File: config.mk
export PLATFORM = sky130hd
export DESIGN_NAME = seg_reader
export DESIGN_NICKNAME = d
export VERILOG_FILES = /design/src/rtl/seg_pkg.sv /design/src/rtl/seg_digit_decode.sv /design/src/rtl/seg_reader.sv
export SDC_FILE = /design/constraint.sdc
export NUM_CORES = 1
export LEC_CHECK = 0
export BUFFER_PORTS_ARGS = -buffer_cell sky130_fd_sc_hd__buf_2
export CORE_MARGIN = 2
export CORE_UTILIZATION = 29
export CTS_CLUSTER_DIAMETER = 80
export CTS_CLUSTER_SIZE = 20
export DETAILED_ROUTE_END_ITERATION = 16
export PLACE_DENSITY = 0.58
export SLEW_MARGIN = 10
export SYNTH_ARGS = -nofsm -noshare
export SYNTH_HDL_FRONTEND = slang
export SYNTH_HIERARCHICAL = 1
export SYNTH_SLANG_ARGS = --single-unit
export TNS_END_PERCENT = 10
File: constraint.sdc
create_clock -name clk -period 4.2 [get_ports clk]
set_clock_uncertainty 0.15 [all_clocks]
set_input_delay 0.63 -clock clk [delete_from_list [all_inputs] [get_ports clk]]
set_output_delay 0.63 -clock clk [all_outputs]
set_load 0.005 [all_outputs]
File: src/rtl/seg_pkg.sv
// Shared seven-segment constants for the display encoder and seg_reader.
// Patterns are active-low, bit6=a .. bit0=g.
package seg_pkg;
  localparam int SEG_W = 7;
  localparam int VAL_W = 4;

  localparam logic [SEG_W-1:0] SEG_0 = 7'b0000001;
  localparam logic [SEG_W-1:0] SEG_1 = 7'b1001111;
  localparam logic [SEG_W-1:0] SEG_2 = 7'b0010010;
  localparam logic [SEG_W-1:0] SEG_3 = 7'b0000110;
  localparam logic [SEG_W-1:0] SEG_4 = 7'b1001100;
  localparam logic [SEG_W-1:0] SEG_5 = 7'b0100100;
  localparam logic [SEG_W-1:0] SEG_6 = 7'b0100000;
  localparam logic [SEG_W-1:0] SEG_7 = 7'b0001111;

  localparam logic [SEG_W-1:0] SIGN_NEG = 7'b1111110;
  localparam logic [SEG_W-1:0] SIGN_POS = 7'b1111111;
endpackage

File: src/rtl/seg_digit_decode.sv
// Combinational magnitude digit decode: pattern -> {valid, mag}.
// Unknown patterns report valid=0 and mag=0.
module seg_digit_decode
  import seg_pkg::*;
(
  input  logic [SEG_W-1:0] pat,
  output logic             valid,
  output logic [2:0]       mag
);
  always_comb begin
    valid = 1'b1;
    mag   = 3'd0;
    case (pat)
      SEG_0:   mag = 3'd0;
      SEG_1:   mag = 3'd1;
      SEG_2:   mag = 3'd2;
      SEG_3:   mag = 3'd3;
      SEG_4:   mag = 3'd4;
      SEG_5:   mag = 3'd5;
      SEG_6:   mag = 3'd6;
      SEG_7:   mag = 3'd7;
      default: valid = 1'b0;
    endcase
  end
endmodule

File: src/rtl/seg_reader.sv
// Two-digit seven-segment reader: stability filter, decode back to a
// signed 4-bit value, deliver each new value once via valid/ready.
module seg_reader
  import seg_pkg::*;
#(
  parameter int STABLE_CYCLES = 4
) (
  input  logic             clk,
  input  logic             rst,
  input  logic             sample_en,
  input  logic [SEG_W-1:0] seg0_in,
  input  logic [SEG_W-1:0] seg1_in,
  output logic             out_valid,
  input  logic             out_ready,
  output logic [VAL_W-1:0] out_value,
  output logic             out_err,
  output logic             drop
);
  localparam logic [7:0] SC = 8'(STABLE_CYCLES);

  logic [2*SEG_W-1:0] pair;
  logic [2*SEG_W-1:0] sreg;
  logic [7:0]         cnt;
  logic [7:0]         cnt_nx;
  logic               same;
  logic               accept;
  logic               dig_ok;
  logic [2:0]         mag;
  logic               pos;
  logic               neg;
  logic               err;
  logic [VAL_W-1:0]   value;
  logic [VAL_W:0]     last;
  logic               emitted_any;
  logic               event_fire;
  logic               load;

  seg_digit_decode u_dig (
    .pat   (seg0_in),
    .valid (dig_ok),
    .mag   (mag)
  );

  assign pair = {seg1_in, seg0_in};
  assign same = (pair == sreg);
  assign pos  = (seg1_in == SIGN_POS);
  assign neg  = (seg1_in == SIGN_NEG);

  always_comb begin
    cnt_nx = 8'd1;
    if (same)
      cnt_nx = (cnt == SC) ? cnt : cnt + 8'd1;
  end

  // A held, saturated pattern never re-fires; only a fresh run does.
  assign accept = sample_en && (cnt_nx == SC)
               && (!same || cnt != SC);

  always_comb begin
    err   = !dig_ok || !(pos || neg);
    value = '0;
    if (!err) begin
      if (pos)
        value = {1'b0, mag};
      else if (mag == 3'd0)
        value = 4'b1000;
      else
        value = (~{1'b0, mag}) + 4'd1;
    end
  end

  assign event_fire = accept
    && !(emitted_any && ({err, value} == last));
  assign load = event_fire && (!out_valid || out_ready);

  always_ff @(posedge clk) begin
    if (rst) begin
      sreg        <= '0;
      cnt         <= '0;
      out_valid   <= 1'b0;
      out_value   <= '0;
      out_err     <= 1'b0;
      drop        <= 1'b0;
      last        <= '0;
      emitted_any <= 1'b0;
    end else begin
      if (sample_en) begin
        sreg <= pair;
        cnt  <= cnt_nx;
      end
      drop <= event_fire && out_valid && !out_ready;
      if (load) begin
        out_valid   <= 1'b1;
        out_value   <= value;
        out_err     <= err;
        last        <= {err, value};
        emitted_any <= 1'b1;
      end else if (out_valid && out_ready) begin
        out_valid <= 1'b0;
      end
    end
  end
endmodule

Yosys cells after proc, flatten, opt, wreduce, memory -nomap -nowiden --
Index checks and enable logic that the tools add are counted.
Word-level totals: register bits 35, latch bits 0, bits in writable memories 0, memory bits (read-only) 0, bits of input ports 18, output and inout bits 7, logic and storage cells 56, memories kept 0
Operators by class: add/subtract/negate cells 2, $mul 0, divide/modulo/power cells 0, $lt $le $gt $ge 0, eq/ne operators 15, shift-type cells 0, muxes and demuxes 9, bitwise logic cells 1, reduce and logical (&&, ||, !) cells 21
Operator list (number):
- equality test 7 bit, second input constant | 4
- one-hot mux 3 bit (7 select lines) | 1
- equality test 8 x 3 -> 1 bit, second input constant | 2
- two-way mux 8 bit | 2
- equality test 14 bit | 1
- equality test 7 x 6 -> 1 bit, second input constant | 2
- two-way mux 4 bit | 3
- adder 8 x 1 -> 8 bit, second input constant | 1
- logical AND 1 bit | 8
- inequality test 8 x 3 -> 1 bit, second input constant | 1
- OR reduction 8 bit | 1
- equality test 7 x 1 -> 1 bit, second input constant | 1
- equality test 7 x 3 -> 1 bit, second input constant | 1
- equality test 7 x 4 -> 1 bit, second input constant | 1
- equality test 7 x 5 -> 1 bit, second input constant | 1
- zero test 1 bit | 6
- equality test 5 bit | 1
- adder 4 x 1 -> 4 bit, second input constant | 1
- logical OR 1 bit | 4
- inverter 3 -> 4 bit | 1
- zero test 3 bit | 1
- two-way mux 1 bit | 3
- nonzero test 2 bit | 1

Longest topological paths before layout --
word-level depth 13, mapped depth 13, mapped depth without buffers 12

Cells and area by module --
The synthesis kept the hierarchy.
By module, submodules not included:
- seg_reader | times used 1, cells an instance 200, area an instance 1770.4 um^2, seq. area each 600.6 um^2
- seg_digit_decode | times used 1, cells an instance 27, area an instance 202.7 um^2, seq. area each 0.0 um^2

Least setup slack after synthesis --
No wires, ideal clock.
path type input to register, from input seg0_in[0], to register last[3], arrival time 3323 ps, path slack 655 ps, stages 13, buffers on the path 1, path through buf_6 nand2b_4 o32a_1 o31ai_2 inv_1 ha_1 ha_1 or4bb_1 a2111o_1 o211ai_1 nand4_1 nand4_4 mux2i_1
Between the ends: word-level cells in the longest chain between the ends 12, elaborated cells between the ends (all ways) 31, those cells by class 1 x add/sub; 11 x eq/ne; 6 x mux; 1 x bitwise; 12 x reduce/logical
RTL lines:
- start, declared | line seg_reader.sv:11 | input logic [SEG_W-1:0] seg0_in,
- equality test 7 x 4 -> 1 bit, or another cell as far along | line seg_digit_decode.sv:13 | case (pat)
- one-hot mux 3 bit (7 select lines) * | line seg_digit_decode.sv:13
- named net mag[1] | line seg_reader.sv:28 | logic [2:0] mag;
- inverter 3 -> 4 bit | line seg_reader.sv:68 | value = (~{1'b0, mag}) + 4'd1;
- adder 4 x 1 -> 4 bit | line seg_reader.sv:68
- two-way mux 4 bit | line seg_reader.sv:65 | else if (mag == 3'd0)
- two-way mux 4 bit * | line seg_reader.sv:63 | if (pos)
- two-way mux 4 bit * | line seg_reader.sv:62 | if (!err) begin
- equality test 5 bit | line seg_reader.sv:73 | && !(emitted_any && ({err, value} == last));
- logical AND 1 bit | line seg_reader.sv:73
- zero test 1 bit | line seg_reader.sv:73
- logical AND 1 bit | line seg_reader.sv:73
- logical AND 1 bit | line seg_reader.sv:74 | assign load = event_fire && (!out_valid || out_ready);
- end signal, assigned | line seg_reader.sv:96 | last <= {err, value};
- end, declared | line seg_reader.sv:33 | logic [VAL_W:0] last;
The timed path passes the listed nets; every way through them passes the cells marked *. A chain may end at the register's enable or synchronous reset.

Worst setup path in the final report --
from input seg0_in[5], to register out_err
Between the ends: word-level cells in the longest chain between the ends 12, elaborated cells between the ends (all ways) 31, those cells by class 1 x add/sub; 11 x eq/ne; 6 x mux; 1 x bitwise; 12 x reduce/logical
RTL lines:
- equality test 7 x 4 -> 1 bit, or another cell as far along | line seg_digit_decode.sv:13
- one-hot mux 3 bit (7 select lines) * | line seg_digit_decode.sv:13
- named net mag[0] | line seg_reader.sv:28
- inverter 3 -> 4 bit | line seg_reader.sv:68
- adder 4 x 1 -> 4 bit | line seg_reader.sv:68
- two-way mux 4 bit | line seg_reader.sv:65
- two-way mux 4 bit * | line seg_reader.sv:63
- two-way mux 4 bit * | line seg_reader.sv:62
- equality test 5 bit * | line seg_reader.sv:73
- logical AND 1 bit * | line seg_reader.sv:73
- zero test 1 bit * | line seg_reader.sv:73
- logical AND 1 bit * | line seg_reader.sv:73
- logical AND 1 bit * | line seg_reader.sv:74
- end signal, assigned | line seg_reader.sv:95 | out_err <= err;
- end, declared | line seg_reader.sv:16 | output logic out_err,
Marks and branches as above.

==> insert_results.sql <==
INSERT INTO impl_metrics (metric_group, metric, value, unit) VALUES
('synthesis', 'synthMostInstantiatedCell', 'sky130_fd_sc_hd__dfxtp_1', ''),
('clock_tree', 'cts_max_path_buffers', '2', ''),
('synthesis', 'async_reset_ff_share', '0', '%'),
('worst_setup_path', 'worst_setup_path_end_kind', 'flop', ''),
('finish', 'final.fill_count', '715', ''),
('global_route', 'vias_in_the_first_global_route', '1548', ''),
('power', 'total_leakage_power', '0.000919', 'uW'),
('sta', 'rsz0062_at_grt', 'false', ''),
('sta', 'max_freq', '273', 'MHz'),
('global_route', 'number_of_antenna_violations_at_the_first_check_in_global_routing', '0', ''),
('synthesis', 'synth-main-ff-cell', 'sky130_fd_sc_hd__dfxtp_1', ''),
('worst_setup_path', 'worst_path_arrival', '3720', 'ps'),
('finish', 'post_route_cell_area', '2240', 'um2'),
('finish', 'insertedDiodeCount', '0', ''),
('routing', 'antenna_violating_nets_post_route', '0', ''),
('routing', 'detailedRoute.firstPassIterationCount', '4', ''),
('clock_tree', 'clock_insertion_delay_worst_skew', '280', 'ps'),
('clock_tree', 'htreeDepth', '2', ''),
('sta', 'drv_slew', '0', ''),
('finish', 'final_net_count', '270', ''),
('synthesis', 'number_of_cells_produced_by_synthesis', '227', ''),
('global_route', 'pin_count_of_the_biggest_net_entering_global_routing', '35', ''),
('floorplanning', 'initial_core_util', '29.5', '%'),
('sta', 'setup_tns', '0', 'ps'),
('sta', 'worst_pin_slew', '649', 'ps'),
('hold_path', 'hold_path_end', 'emitted_any', ''),
('synthesis', 'ys_top_cells_by_count', '30 x sky130_fd_sc_hd__dfxtp_1, 26 x sky130_fd_sc_hd__nor2_1, 20 x sky130_fd_sc_hd__mux2i_1', ''),
('floorplanning', 'die_height', '86.5', 'um'),
('finish', 'sequential_cell_area', '601', 'um2'),
('synthesis', 'synth.top_cells.by_area', 'sky130_fd_sc_hd__dfxtp_1 30%, sky130_fd_sc_hd__mux2i_1 10%, sky130_fd_sc_hd__xor2_1 8.0%', ''),
('routing', 'wire_per_inst', '12.7', 'um'),
('synthesis', 'count_of_flip_flops_with_a_built_in_enable_after_synthesis', '0', ''),
('worst_setup_path', 'worstRegToRegCells', '8', ''),
('global_route', 'grt_overflow', '0', ''),
('finish', 'layout-drive-gt1-share', '19.7', '%'),
('finish', 'area_delta_synth_final', '13.6', '%'),
('synthesis', 'seq_area_frac_synth', '30.4', '%'),
('clock_tree', 'clkSlewWorstSetupHoldPaths', '60', 'ps'),
('clock_tree', 'post_cts.resized_instances', '0', ''),
('synthesis', 'synth.largest_area_cell', 'sky130_fd_sc_hd__dfxtp_1', ''),
('floorplanning', 'core_area', '6680', 'um2'),
('hold_path', 'min_path_type', 'reg -> reg', ''),
('floorplanning', 'site_row_count', '30', ''),
('power', 'worst_ir_drop_vdd', '0.154', 'mV'),
('synthesis', 'synthDominantCellAreaShare', '30.4', '%'),
('finish', 'area_of_the_multi_input_gates', '1290', 'um2'),
('clock_tree', 'cts_root_buffer', 'sky130_fd_sc_hd__clkbuf_8', ''),
('routing', 'detailroute.via_count', '1673', ''),
('synthesis', 'ys_ff_latch', '30', ''),
('power', 'p_total', '623', 'uW'),
('outcome', 'status', 'finished, final reports clean', ''),
('sta', 'post-route-min-period', '3670', 'ps'),
('worst_setup_path', 'worst-endpoint-required', '4250', 'ps'),
('sta', 'hold_viol', '0', ''),
('clock_tree', 'postCtsSetupBuffers', '0', ''),
('sta', 'relSlewSlack', '56.4', '%'),
('synthesis', 'postSynthNetCount', '249', ''),
('worst_setup_path', 'setup.worst_path.start_class', 'input port', ''),
('hold_path', 'min_from', 'emitted_any', ''),
('global_route', 'grt_usage', '11.9', '%'),
('worst_setup_path', 'path_max_fanout', '8', ''),
('finish', 'finish.cell_count_without_fillers', '329', ''),
('synthesis', 'synth.distinct_cells', '59', ''),
('placement', 'globalplace.congestion', '0.803', ''),
('worst_setup_path', 'setup.worst_path.class', 'in -> reg', ''),
('power', 'power_density', '278', 'nW/um2'),
('clock_tree', 'cts_inserted_buffers', '5', ''),
('worst_setup_path', 'worst_r2r_startpoint', 'cnt[0]', ''),
('synthesis', 'synth.yosys.warnings', '6', ''),
('placement', 'numPortBuffers', '24', ''),
('floorplanning', 'die_area', '7480', 'um2');
## cell usage in the layout (no fill, tap or decap), types with 4 or more instances in the layout
| cell type | n |
|---|---|
| sky130_fd_sc_hd__a21oi_1 | 9 |
| sky130_fd_sc_hd__buf_2 | 24 |
| sky130_fd_sc_hd__clkbuf_8 | 6 |
| sky130_fd_sc_hd__dfxtp_1 | 30 |
| sky130_fd_sc_hd__ha_1 | 4 |
| sky130_fd_sc_hd__inv_1 | 7 |
| sky130_fd_sc_hd__mux2i_1 | 20 |
| sky130_fd_sc_hd__nand2_1 | 12 |
| sky130_fd_sc_hd__nand2b_1 | 8 |
| sky130_fd_sc_hd__nand4_1 | 4 |
| sky130_fd_sc_hd__nor2_1 | 26 |
| sky130_fd_sc_hd__nor3_1 | 6 |
| sky130_fd_sc_hd__nor4_1 | 6 |
| sky130_fd_sc_hd__o21ai_0 | 9 |
| sky130_fd_sc_hd__xor2_1 | 18 |
## area by class of cell
| class | count | area share (%) |
|---|---|---|
| repair buffers | 25 | 5.69 |
| clock inverters | 2 | 0.558 |
| multi-input cells | 179 | 57.6 |
| clock buffers | 6 | 3.68 |
| inverters | 7 | 1.17 |
| flip-flops and latches | 30 | 26.8 |
| well taps | 80 | 4.46 |
## critical path: stages
cell,delay (ps)
sky130_fd_sc_hd__buf_2,140
sky130_fd_sc_hd__nand2b_2,210
sky130_fd_sc_hd__or2_2,270
sky130_fd_sc_hd__a21oi_1,310
sky130_fd_sc_hd__inv_1,140
sky130_fd_sc_hd__ha_1,220
sky130_fd_sc_hd__ha_1,240
sky130_fd_sc_hd__or4bb_1,500
sky130_fd_sc_hd__a2111o_1,370
sky130_fd_sc_hd__o211ai_1,100
sky130_fd_sc_hd__nand4_1,190
sky130_fd_sc_hd__nand4_4,190
sky130_fd_sc_hd__mux2i_1,210
## report_power, final
group	internal (uW)	total [uW]	leakage, uW	switching (uW)
registers	293	299	0.000245	5.50
clock network	132	247	0.0000472	116
logic	32.4	76.9	0.000627	44.5
## logic make-up (layout without fill, tap and decap cells)
family                     Yosys count  count (layout)  share of synthesized area, %
adders and majority gates            4               4                          2.54
xor gates and xnor gates            20              20                          8.88
AOI/OAI and AO/OA                   38              38                          14.0
muxes                               21              21                          10.7
buffers and inverters               18              40                          4.06
DFF                                 30              30                          30.4
and+or+nand+nor                     96              96                          29.4
## metrics by stage
step	util [%]	worst slack, ps	hold slack, ps
5_1_grt	33.6	316	390
3_5_place_dp	32.1	243	322
6_report	33.6	531	334
2_1_floorplan	-	655	286
4_1_cts	33.6	532	336
3_3_place_gp	32.1	379	310
## worst max path at each step
stage,slack [ps],cells past startpoint,end,start
floorplan,660,13,last[3],seg0_in[0]
global placement,380,13,out_err,seg0_in[5]
detailed placement,240,13,last[3],seg0_in[5]
CTS,530,13,out_err,seg0_in[5]
global route,320,13,last[3],seg0_in[5]
finish,530,13,out_err,seg0_in[5]
## registers in the layout, indices dropped and copies added (netlist names)
name	count
out_value	3
last	1
out_err	1
sreg	14
drop	1
emitted_any	1
out_valid	1
cnt	8
## per-layer routing
metal / vias up / share of wire, % / global-route usage (%)
met3: 5 / 2.4 / 2.57
met4: 0 / 0.91 / 3.84
met5: - / 0 / 0
li1: 861 / - / -
met2: 27 / 50 / 20.8
met1: 780 / 47 / 14.6
Power figures use the tool's default switching activity.
